## config.mk

```make
export PLATFORM = sky130hd
export DESIGN_NAME = io_uart_tx
export DESIGN_NICKNAME = d
export VERILOG_FILES = /design/src/rtl/io_pkg.sv /design/src/rtl/io_sync_fifo.sv /design/src/rtl/io_uart_tx.sv
export SDC_FILE = /design/constraint.sdc
export NUM_CORES = 1
export LEC_CHECK = 0
export ABC_CLOCK_PERIOD_IN_PS = 4300
export BUFFER_PORTS_ARGS = -buffer_cell sky130_fd_sc_hd__buf_2
export CORE_AREA = 3 3 78 135
export CTS_CLUSTER_SIZE = 40
export DETAILED_ROUTE_END_ITERATION = 12
export DIE_AREA = 0 0 81 138
export PLACE_DENSITY = 0.73
export SLEW_MARGIN = 20
export SYNTH_ARGS = -nofsm -noshare
export SYNTH_HDL_FRONTEND = slang
export SYNTH_SLANG_ARGS = --single-unit
```

## constraint.sdc

```tcl
create_clock -name clk -period 4.3 [get_ports clk]
set_clock_uncertainty 0.2 [all_clocks]
set_input_delay 1.075 -clock clk [delete_from_list [all_inputs] [get_ports clk]]
set_output_delay 1.075 -clock clk [all_outputs]
set_load 0.03 [all_outputs]
```

## src/rtl/io_pkg.sv

```systemverilog
// Shared definitions for the io_* port peripherals: UART FSM states and tx_status bit positions.
package io_pkg;

  typedef enum logic [2:0] {
    IDLE   = 3'd0,
    START  = 3'd1,
    DATA   = 3'd2,
    PARITY = 3'd3,
    STOP   = 3'd4
  } uart_state_t;

  localparam int ST_EMPTY = 0;
  localparam int ST_FULL  = 1;
  localparam int ST_BUSY  = 2;
  localparam int ST_OVF   = 3;

endpackage

```

## src/rtl/io_sync_fifo.sv

```systemverilog
// Single-clock FIFO with registered pointers and count; a push is accepted while full
// when a pop happens on the same edge, so a streaming consumer never loses a slot.
module io_sync_fifo #(
  parameter int DW = 8,
  parameter int AW = 3
) (
  input  logic          clk,
  input  logic          rst,
  input  logic          i_push,
  input  logic          i_pop,
  input  logic [DW-1:0] i_din,
  output logic [DW-1:0] o_dout,
  output logic          o_full,
  output logic          o_empty
);

  localparam int DEPTH = 2 ** AW;
  localparam logic [AW:0] DEPTH_CNT = DEPTH[AW:0];

  logic [DW-1:0] r_mem [DEPTH];
  logic [AW-1:0] r_wr_ptr;
  logic [AW-1:0] r_rd_ptr;
  logic [AW:0]   r_count;
  logic          w_do_push;
  logic          w_do_pop;

  assign o_full    = (r_count == DEPTH_CNT);
  assign o_empty   = (r_count == '0);
  assign w_do_pop  = i_pop && !o_empty;
  assign w_do_push = i_push && (!o_full || w_do_pop);
  assign o_dout    = r_mem[r_rd_ptr];

  always_ff @(posedge clk) begin
    if (w_do_push) r_mem[r_wr_ptr] <= i_din;
  end

  always_ff @(posedge clk) begin
    if (rst) begin
      r_wr_ptr <= '0;
      r_rd_ptr <= '0;
      r_count  <= '0;
    end else begin
      if (w_do_push) r_wr_ptr <= r_wr_ptr + 1'b1;
      if (w_do_pop)  r_rd_ptr <= r_rd_ptr + 1'b1;
      case ({w_do_push, w_do_pop})
        2'b10:   r_count <= r_count + 1'b1;
        2'b01:   r_count <= r_count - 1'b1;
        default: r_count <= r_count;
      endcase
    end
  end

endmodule

```

## src/rtl/io_uart_tx.sv

```systemverilog
// PicoBlaze output-port UART transmitter (8N1, or 8E1 when IO_UART_TX_PARITY_EN is defined)
// with a byte FIFO, sticky overflow flag and a pollable status word.
//
// state  | meaning
// IDLE   | line high, waiting for a queued byte
// START  | start bit (low)
// DATA   | 8 data bits, LSB first
// PARITY | even parity bit (IO_UART_TX_PARITY_EN only)
// STOP   | stop bit (high); pops the next byte at its end for back-to-back frames
module io_uart_tx
  import io_pkg::*;
#(
  parameter logic [7:0] DATA_ADDR = 8'h10,
  parameter logic [7:0] CTRL_ADDR = 8'h11,
  parameter int         CLK_DIV   = 434,
  parameter int         FIFO_AW   = 3
) (
  input  logic       clk,
  input  logic       rst,
  input  logic [7:0] address,
  input  logic [7:0] value_in,
  input  logic       wen,
  output logic       txd,
  output logic [7:0] tx_status
);

  localparam int BW = (CLK_DIV > 2) ? $clog2(CLK_DIV) : 1;
  localparam logic [BW-1:0] BAUD_MAX = BW'(CLK_DIV - 1);

  uart_state_t   r_state;
  logic [BW-1:0] r_baud;
  logic [2:0]    r_bit_cnt;
  logic [7:0]    r_shift;
  logic          r_txd;
  logic          r_ovf;
`ifdef IO_UART_TX_PARITY_EN
  logic          r_parity;
`endif

  logic       w_data_wr;
  logic       w_ctrl_clr;
  logic       w_bit_end;
  logic       w_pop;
  logic       w_push_rej;
  logic       w_full;
  logic       w_empty;
  logic [7:0] w_dout;
  logic       w_txd_nxt;
  logic [7:0] w_status;

  assign w_data_wr  = wen && (address == DATA_ADDR);
  assign w_ctrl_clr = wen && (address == CTRL_ADDR) && value_in[0];
  assign w_bit_end  = (r_baud == '0);
  assign w_pop      = !w_empty && ((r_state == IDLE) || ((r_state == STOP) && w_bit_end));
  assign w_push_rej = w_data_wr && w_full && !w_pop;

  io_sync_fifo #(
    .DW (8),
    .AW (FIFO_AW)
  ) u_fifo (
    .clk     (clk),
    .rst     (rst),
    .i_push  (w_data_wr),
    .i_pop   (w_pop),
    .i_din   (value_in),
    .o_dout  (w_dout),
    .o_full  (w_full),
    .o_empty (w_empty)
  );

  // txd is the registered image of the current state, so the line lags the FSM by one cycle
  always_comb begin
    w_txd_nxt = 1'b1;
    case (r_state)
      START:   w_txd_nxt = 1'b0;
      DATA:    w_txd_nxt = r_shift[0];
`ifdef IO_UART_TX_PARITY_EN
      PARITY:  w_txd_nxt = r_parity;
`endif
      default: w_txd_nxt = 1'b1;
    endcase
  end

  always_ff @(posedge clk) begin
    if (rst) begin
      r_state   <= IDLE;
      r_baud    <= BAUD_MAX;
      r_bit_cnt <= '0;
      r_shift   <= '0;
      r_txd     <= 1'b1;
      r_ovf     <= 1'b0;
`ifdef IO_UART_TX_PARITY_EN
      r_parity  <= 1'b0;
`endif
    end else begin
      r_txd <= w_txd_nxt;

      if (w_push_rej)      r_ovf <= 1'b1;
      else if (w_ctrl_clr) r_ovf <= 1'b0;

      if (w_pop) begin
        r_state   <= START;
        r_shift   <= w_dout;
        r_baud    <= BAUD_MAX;
        r_bit_cnt <= '0;
`ifdef IO_UART_TX_PARITY_EN
        r_parity  <= ^w_dout;
`endif
      end else if (r_state != IDLE) begin
        if (w_bit_end) begin
          r_baud <= BAUD_MAX;
          case (r_state)
            START: r_state <= DATA;
            DATA: begin
              r_shift <= {1'b0, r_shift[7:1]};
              if (r_bit_cnt == 3'd7) begin
`ifdef IO_UART_TX_PARITY_EN
                r_state <= PARITY;
`else
                r_state <= STOP;
`endif
              end else begin
                r_bit_cnt <= r_bit_cnt + 1'b1;
              end
            end
`ifdef IO_UART_TX_PARITY_EN
            PARITY: r_state <= STOP;
`endif
            default: r_state <= IDLE;
          endcase
        end else begin
          r_baud <= r_baud - 1'b1;
        end
      end
    end
  end

  always_comb begin
    w_status           = '0;
    w_status[ST_EMPTY] = w_empty;
    w_status[ST_FULL]  = w_full;
    w_status[ST_BUSY]  = (r_state != IDLE);
    w_status[ST_OVF]   = r_ovf;
  end

  assign txd       = r_txd;
  assign tx_status = w_status;

endmodule
```

## Yosys cells after proc, flatten, opt, wreduce, memory -nomap -nowiden

Memory sizes are Yosys's and may differ from the RTL's. A register that Yosys moved wholly into a read port is not among the register bits.
Index checks and enable logic that the tools add are counted.

| cells by class | value |
|---|---|
| add/subtract/negate cells | 6 |
| multipliers | 0 |
| divide/modulo/power cells | 0 |
| magnitude comparators | 0 |
| equality and inequality tests | 11 |
| shift operators | 0 |
| multiplexer cells | 18 |
| bitwise gates (word level) | 1 |
| reductions and logical operators | 28 |

Operator list:

| cell | number |
|---|---|
| two-way mux 8 bit | 4 |
| equality test 8 x 5 -> 1 bit (second input constant) | 2 |
| nonzero test 2 bit | 5 |
| adder 3 x 1 -> 3 bit (second input constant) | 3 |
| logical AND 1 bit | 9 |
| logical NOT 9 bit | 1 |
| two-way mux 3 bit | 3 |
| two-way mux 9 bit | 1 |
| AND reduction 3 bit | 3 |
| subtractor 9 x 1 -> 9 bit (second input constant) | 1 |
| case mux 4 bit (2 select lines) | 1 |
| two-way mux 1 bit | 7 |
| equality test 3 bit (second input constant) | 2 |
| case mux 3 bit (2 select lines) | 1 |
| adder 4 x 1 -> 4 bit (second input constant) | 1 |
| equality test 4 bit (second input constant) | 1 |
| logical NOT 4 bit | 1 |
| AND reduction 4 bit | 1 |
| subtractor 4 x 1 -> 4 bit (second input constant) | 1 |
| equality test 3 x 1 -> 1 bit (second input constant) | 1 |
| equality test 3 x 2 -> 1 bit (second input constant) | 1 |
| logical NOT 1 bit | 3 |
| logical NOT 3 bit | 1 |
| inequality test 3 x 2 -> 1 bit (second input constant) | 1 |
| 8 further kinds | 9 |

| storage, ports and cells | value |
|---|---|
| register bits after elaboration | 35 |
| bits in latches | 0 |
| bits in writable memories | 64 |
| memory bits (read-only) | 0 |
| input bits | 19 |
| output and inout bits | 9 |
| word-level logic and storage cells | 75 |
| memories | 1 |

Memory list:

| name | depth | width | rd ports | clocked after memory_dff | write ports | line | text |
|---|---|---|---|---|---|---|---|
| u_fifo.r_mem | 8 | 8 | 1 | 1 | 1 | io_sync_fifo.sv:20 | `logic [DW-1:0] r_mem [DEPTH];` |

## Logic depth before layout (Yosys ltp)

| logic depth | value |
|---|---|
| depth in word-level cells | 9 |
| depth in mapped cells | 14 |
| gate-level depth less buffers | 12 |

## By module

Synthesis repeated with hierarchy kept, for this count alone.

| second synthesis, totals | value |
|---|---|
| cell total of the unflattened synthesis | 333 |
| area, all modules | 4616.9 µm² |

Modules (own cells, without submodules):

| module | times used | cells an instance | area each (µm²) | sequential area each (µm²) |
|---|---|---|---|---|
| io_sync_fifo | 1 | 176 | 3203.1 | 2182.1 |
| io_uart_tx | 1 | 157 | 1413.9 | 500.5 |

## Least setup slack after synthesis

OpenSTA, ideal clock, no wires.

| path | value |
|---|---|
| kind | input to register |
| from | input port address[7] |
| to | register u_fifo.r_count[3] |
| setup time | 0.121 ns |
| arrival | 3.194 ns |
| path slack | 0.785 ns |
| stages on the path | 10 |
| path through | nor4bb_1 and3b_1 nand3_1 buf_6 ha_1 ha_1 a21o_1 a21oi_1 mux2i_1 mux2_2 |

| between the ends | value |
|---|---|
| cells in the longest elaborated chain, start to end | 5 |

RTL lines:

| item | line | text |
|---|---|---|
| start: declaration | io_uart_tx.sv:20 | `input logic [7:0] address,` |
| equality test 8 x 5 -> 1 bit (*) | io_uart_tx.sv:51 | `assign w_data_wr = wen && (address == DATA_ADDR);` |
| logical AND 1 bit (*) | io_uart_tx.sv:51 |  |
| logical AND 1 bit (*) | io_sync_fifo.sv:30 | `assign w_do_push = i_push && (!o_full \|\| w_do_pop);` |
| equality test 2 x 1 -> 1 bit / equality test 2 bit (equally long branches) | io_sync_fifo.sv:45 | `case ({w_do_push, w_do_pop})` |
| case mux 4 bit (2 select lines) / nonzero test 2 bit (equally long branches) | n/a |  |
| end signal: assignment | io_sync_fifo.sv:46 | `2'b10: r_count <= r_count + 1'b1;` |
| end signal: assignment | io_sync_fifo.sv:47 | `2'b01: r_count <= r_count - 1'b1;` |
| end signal: assignment | io_sync_fifo.sv:48 | `default: r_count <= r_count;` |
| end: declaration | io_sync_fifo.sv:23 | `logic [AW:0] r_count;` |

Every way passes the cells marked *; elsewhere a longest branch is shown, timed or not.
A chain may end at the register's enable or synchronous reset.

## Final worst setup path

| path | value |
|---|---|
| from | register r_baud[0] |
| to | register u_fifo.r_count[3] |

| between the ends | value |
|---|---|
| cells in the longest elaborated chain, start to end | 9 |

RTL lines:

| item | line | text |
|---|---|---|
| start: declaration | io_uart_tx.sv:31 | `logic [BW-1:0] r_baud;` |
| start signal: assignment | io_uart_tx.sv:132 | `r_baud <= r_baud - 1'b1;` |
| logical NOT 9 bit (*) | io_uart_tx.sv:53 | `assign w_bit_end = (r_baud == '0);` |
| logical AND 1 bit (*) | io_uart_tx.sv:54 | `assign w_pop = !w_empty && ((r_state == IDLE) \|\| ((r_state == STOP) && w_bit_end));` |
| logical OR 1 bit (*) | io_uart_tx.sv:54 |  |
| logical AND 1 bit (*) | io_uart_tx.sv:54 |  |
| logical AND 1 bit (*) | io_sync_fifo.sv:29 | `assign w_do_pop = i_pop && !o_empty;` |
| net u_fifo.w_do_pop | io_sync_fifo.sv:25 | `logic w_do_pop;` |
| logical OR 1 bit | io_sync_fifo.sv:30 |  |
| logical AND 1 bit | io_sync_fifo.sv:30 |  |
| equality test 2 x 1 -> 1 bit / equality test 2 bit (equally long branches) | io_sync_fifo.sv:45 |  |
| case mux 4 bit (2 select lines) / nonzero test 2 bit (equally long branches) | n/a |  |

The timed path passes the listed nets; every way through them passes the cells marked *.

==> impl_metrics.py <==
metrics = {
    "synthesis": {
        "ys_types": 49,
        "ys_ff_latch": 102,
        "synthMuxAreaShare": 0.128,
        "yosys.area.top_type_share": 0.434,
        "synth_top_area_cell": "edfxtp_1",
        "yosysSeqAreaShare": 0.606,
        "yosys-top-cells-area": "edfxtp_1 (43%), dfxtp_1 (17%), mux4_2 (8.1%), mux2i_1 (3.8%), ha_1 (2.5%)",
        "synth_warnings": 0,
        "synthArstFlopShare": 0,
        "synthFlopType": "edfxtp_1",
        "synth_compound_area_frac": 0.0571,
        "avgSynthCellArea_um2": 13.8,
        "synth-edff-count": 64,
        "synth_top_family_by_area": "multiplexers",
        "synthCells": 320,
        "synth_area_mm2": 0.00442,
        "synth-simple-area-share": 0.117,
        "synthXorXnorAreaFrac": 0.0198,
        "yosys.area_share.adder": 0.0300,
    },
    "flow_run": {
        "max_cap_violations": 0,
    },
    "route": {
        "vias": 2579,
        "routedWlPerCell_um": 16.8,
        "drc": 0,
        "ant_nets": 0,
        "viasPerCell": 5.51,
        "dr.pass1.iters": 4,
        "finalWirelength_um": 7860,
        "drtIter0Drc": 97,
    },
    "timing": {
        "rsz0062_at_grt": "false",
        "hold_viol": 0,
        "timing.final.max_slew_violations": 0,
        "relSlewSlack": 0.487,
        "tns_ns": 0,
        "setup_viol": 0,
        "tightest_slew_ns": 0.768,
        "max_clock_freq_mhz": 292,
        "period_needed_ns": 3.42,
        "post-route-period-util": 0.796,
    },
    "power": {
        "cellPowerDensity_mw_per_mm2": 432,
        "finalPower_mw": 2.13,
        "ir_worst_vdd_mv": 0.249,
        "leakage_nw": 1.65,
    },
    "critical_path": {
        "regToRegSetupSlack_ns": 0.88,
        "critPathMaxFanout": 5,
        "setup.worst_path.end": "u_fifo.r_count[3]",
        "r2r_start": "r_baud[0]",
        "rr_worst_depth": 11,
        "crit_type": "register to register",
        "worstPathArrival_ns": 3.45,
        "start_kind": "register",
        "required_ns": 4.33,
        "startpoint": "r_baud[0]",
        "r2r-end": "u_fifo.r_count[3]",
        "critPathCaptureType": "register",
    },
    "floorplanning": {
        "start_util": 0.464,
        "rows": 47,
        "num_io_pins": 28,
        "dieHeight_um": 138,
        "die_area_mm2": 0.0112,
        "core_area_mm2": 0.00953,
        "die_w_um": 81,
    },
    "place": {
        "dpl.hpwl_um": 5530,
        "place_congestion": 0.739,
        "portBuffers": 23,
        "placed_cells": 454,
    },
    "cts": {
        "clk_latency_ns": 0.33,
        "cts_sinks": 102,
        "cts-resized-gates": 0,
        "cts_buffers": 9,
        "clk_pin_slew_ns": 0.07,
        "cts_tree": "done",
        "postCtsSetupBuffers": 0,
        "clockRootBuffer": "clkbuf_16",
        "htree_levels": 3,
        "hold_buffers": 0,
        "cts_buffer_depth": 2,
    },
    "layout": {
        "diodes": 0,
        "drive_above_1_share": 0.228,
        "instances_no_fill": 468,
        "area_growth_pct": 11.5,
        "fillers": 811,
        "nets": 372,
    },
    "grt": {
        "globalRouteOverflowTotal": 0,
        "grt_usage": 0.153,
        "grt_pass1_wl_um": 12700,
        "grt_pass1_vias": 2570,
        "antenna_found_initial": 0,
        "grt_max_degree": 25,
    },
    "hold_path": {
        "hold_class": "register to register",
    },
    "status": {
        "status": "completed",
    },
}
[synthesized netlist by cell type, types with 4 or more instances]
master	n
a21oi_1	12
buf_2	5
buf_4	7
clkbuf_1	7
dfxtp_1	38
edfxtp_1	64
ha_1	9
inv_1	9
mux2i_1	17
mux4_2	16
nand2_1	13
nand2b_1	5
nor2_1	27
nor3_1	4
nor4_1	9
nor4b_1	5
o21ai_0	8
o22ai_1	7
or3_1	6
xnor2_1	7
[routing by layer]
layer	global-route usage	up-vias	routed length [um]
met5	0	-	0
met4	0.0614	0	189
met3	0.0378	14	299
met2	0.272	54	4350
met1	0.168	1267	3020
li1	-	1244	-
[sequential cells by signal, indices dropped and copies added (netlist names), named ones only]
register / count
r_baud: 9
r_bit_cnt: 3
r_ovf: 1
r_shift: 8
r_state: 3
txd: 1
u_fifo.r_count: 4
u_fifo.r_mem: 64
u_fifo.r_rd_ptr: 3
u_fifo.r_wr_ptr: 3
[worst min-delay path by stage]
stage | startpoint | to | slack, ns | cells past startpoint
after CTS | r_ovf | r_ovf | 0.26 | 2
after floorplan | r_ovf | r_ovf | 0.24 | 2
final | r_ovf | r_ovf | 0.25 | 2
after global routing | r_ovf | r_ovf | 0.30 | 2
after detailed placement | r_ovf | r_ovf | 0.25 | 2
after global placement | r_ovf | r_ovf | 0.24 | 2
[cells in the final DEF, fill, tap and decap left out, drive strengths merged, types with 10 or more instances in the layout]
cell	Yosys	routed
edfxtp	64	64
dfxtp	38	38
buf	17	33
nor2	27	27
mux2i	17	17
mux4	16	16
nand2	13	13
a21oi	12	12
nor4	10	10
inv	9	10
[power by group]
part | internal [mW] | switching [mW]
clock network | 0.446 | 0.330
logic | 0.109 | 0.137
registers | 1.07 | 0.0426
[worst max-delay path, cell delays in order, from the launching register on]
cell     delay (ns)
dfxtp_1        0.33
inv_1          0.10
ha_1           0.16
nor4b_1        0.50
a21oi_1        0.25
nor2_1         0.27
ha_1           0.27
ha_1           0.25
a21o_1         0.17
a21oi_1        0.19
mux2i_1        0.27
mux2_2         0.35
[metrics by stage]
step | worst slack [ns] | utilization | hold WS, ns | instance area [um2]
6_report | 0.879 | 0.518 | 0.254 | 4930
3_3_place_gp | 0.766 | 0.488 | 0.243 | 4650
3_5_place_dp | 0.662 | 0.488 | 0.252 | 4650
4_1_cts | 0.848 | 0.518 | 0.261 | 4930
2_1_floorplan | 0.785 | - | 0.237 | 4440
5_1_grt | 0.639 | 0.518 | 0.298 | 4930
[cell type report]
class / count / area (um2) / area share
clock buffers: 9 / 225 / 0.0457
repair buffers: 33 / 190 / 0.0385
well taps: 122 / 153 / 0.0309
inverters: 10 / 37.5 / 0.00761
multi-input cells: 187 / 1580 / 0.321
clock inverters: 5 / 61.3 / 0.0124
flip-flops and latches: 102 / 2680 / 0.544
[cell families after synthesis]
logic type | count (synthesis)
and+or+nand+nor | 87
xor gates and xnor gates | 10
adders and majority gates | 10
DFF | 102
muxes | 36
AOI/OAI and AO/OA | 40
buffers and inverters | 34
other | 1
Power figures use the tool's default switching activity.
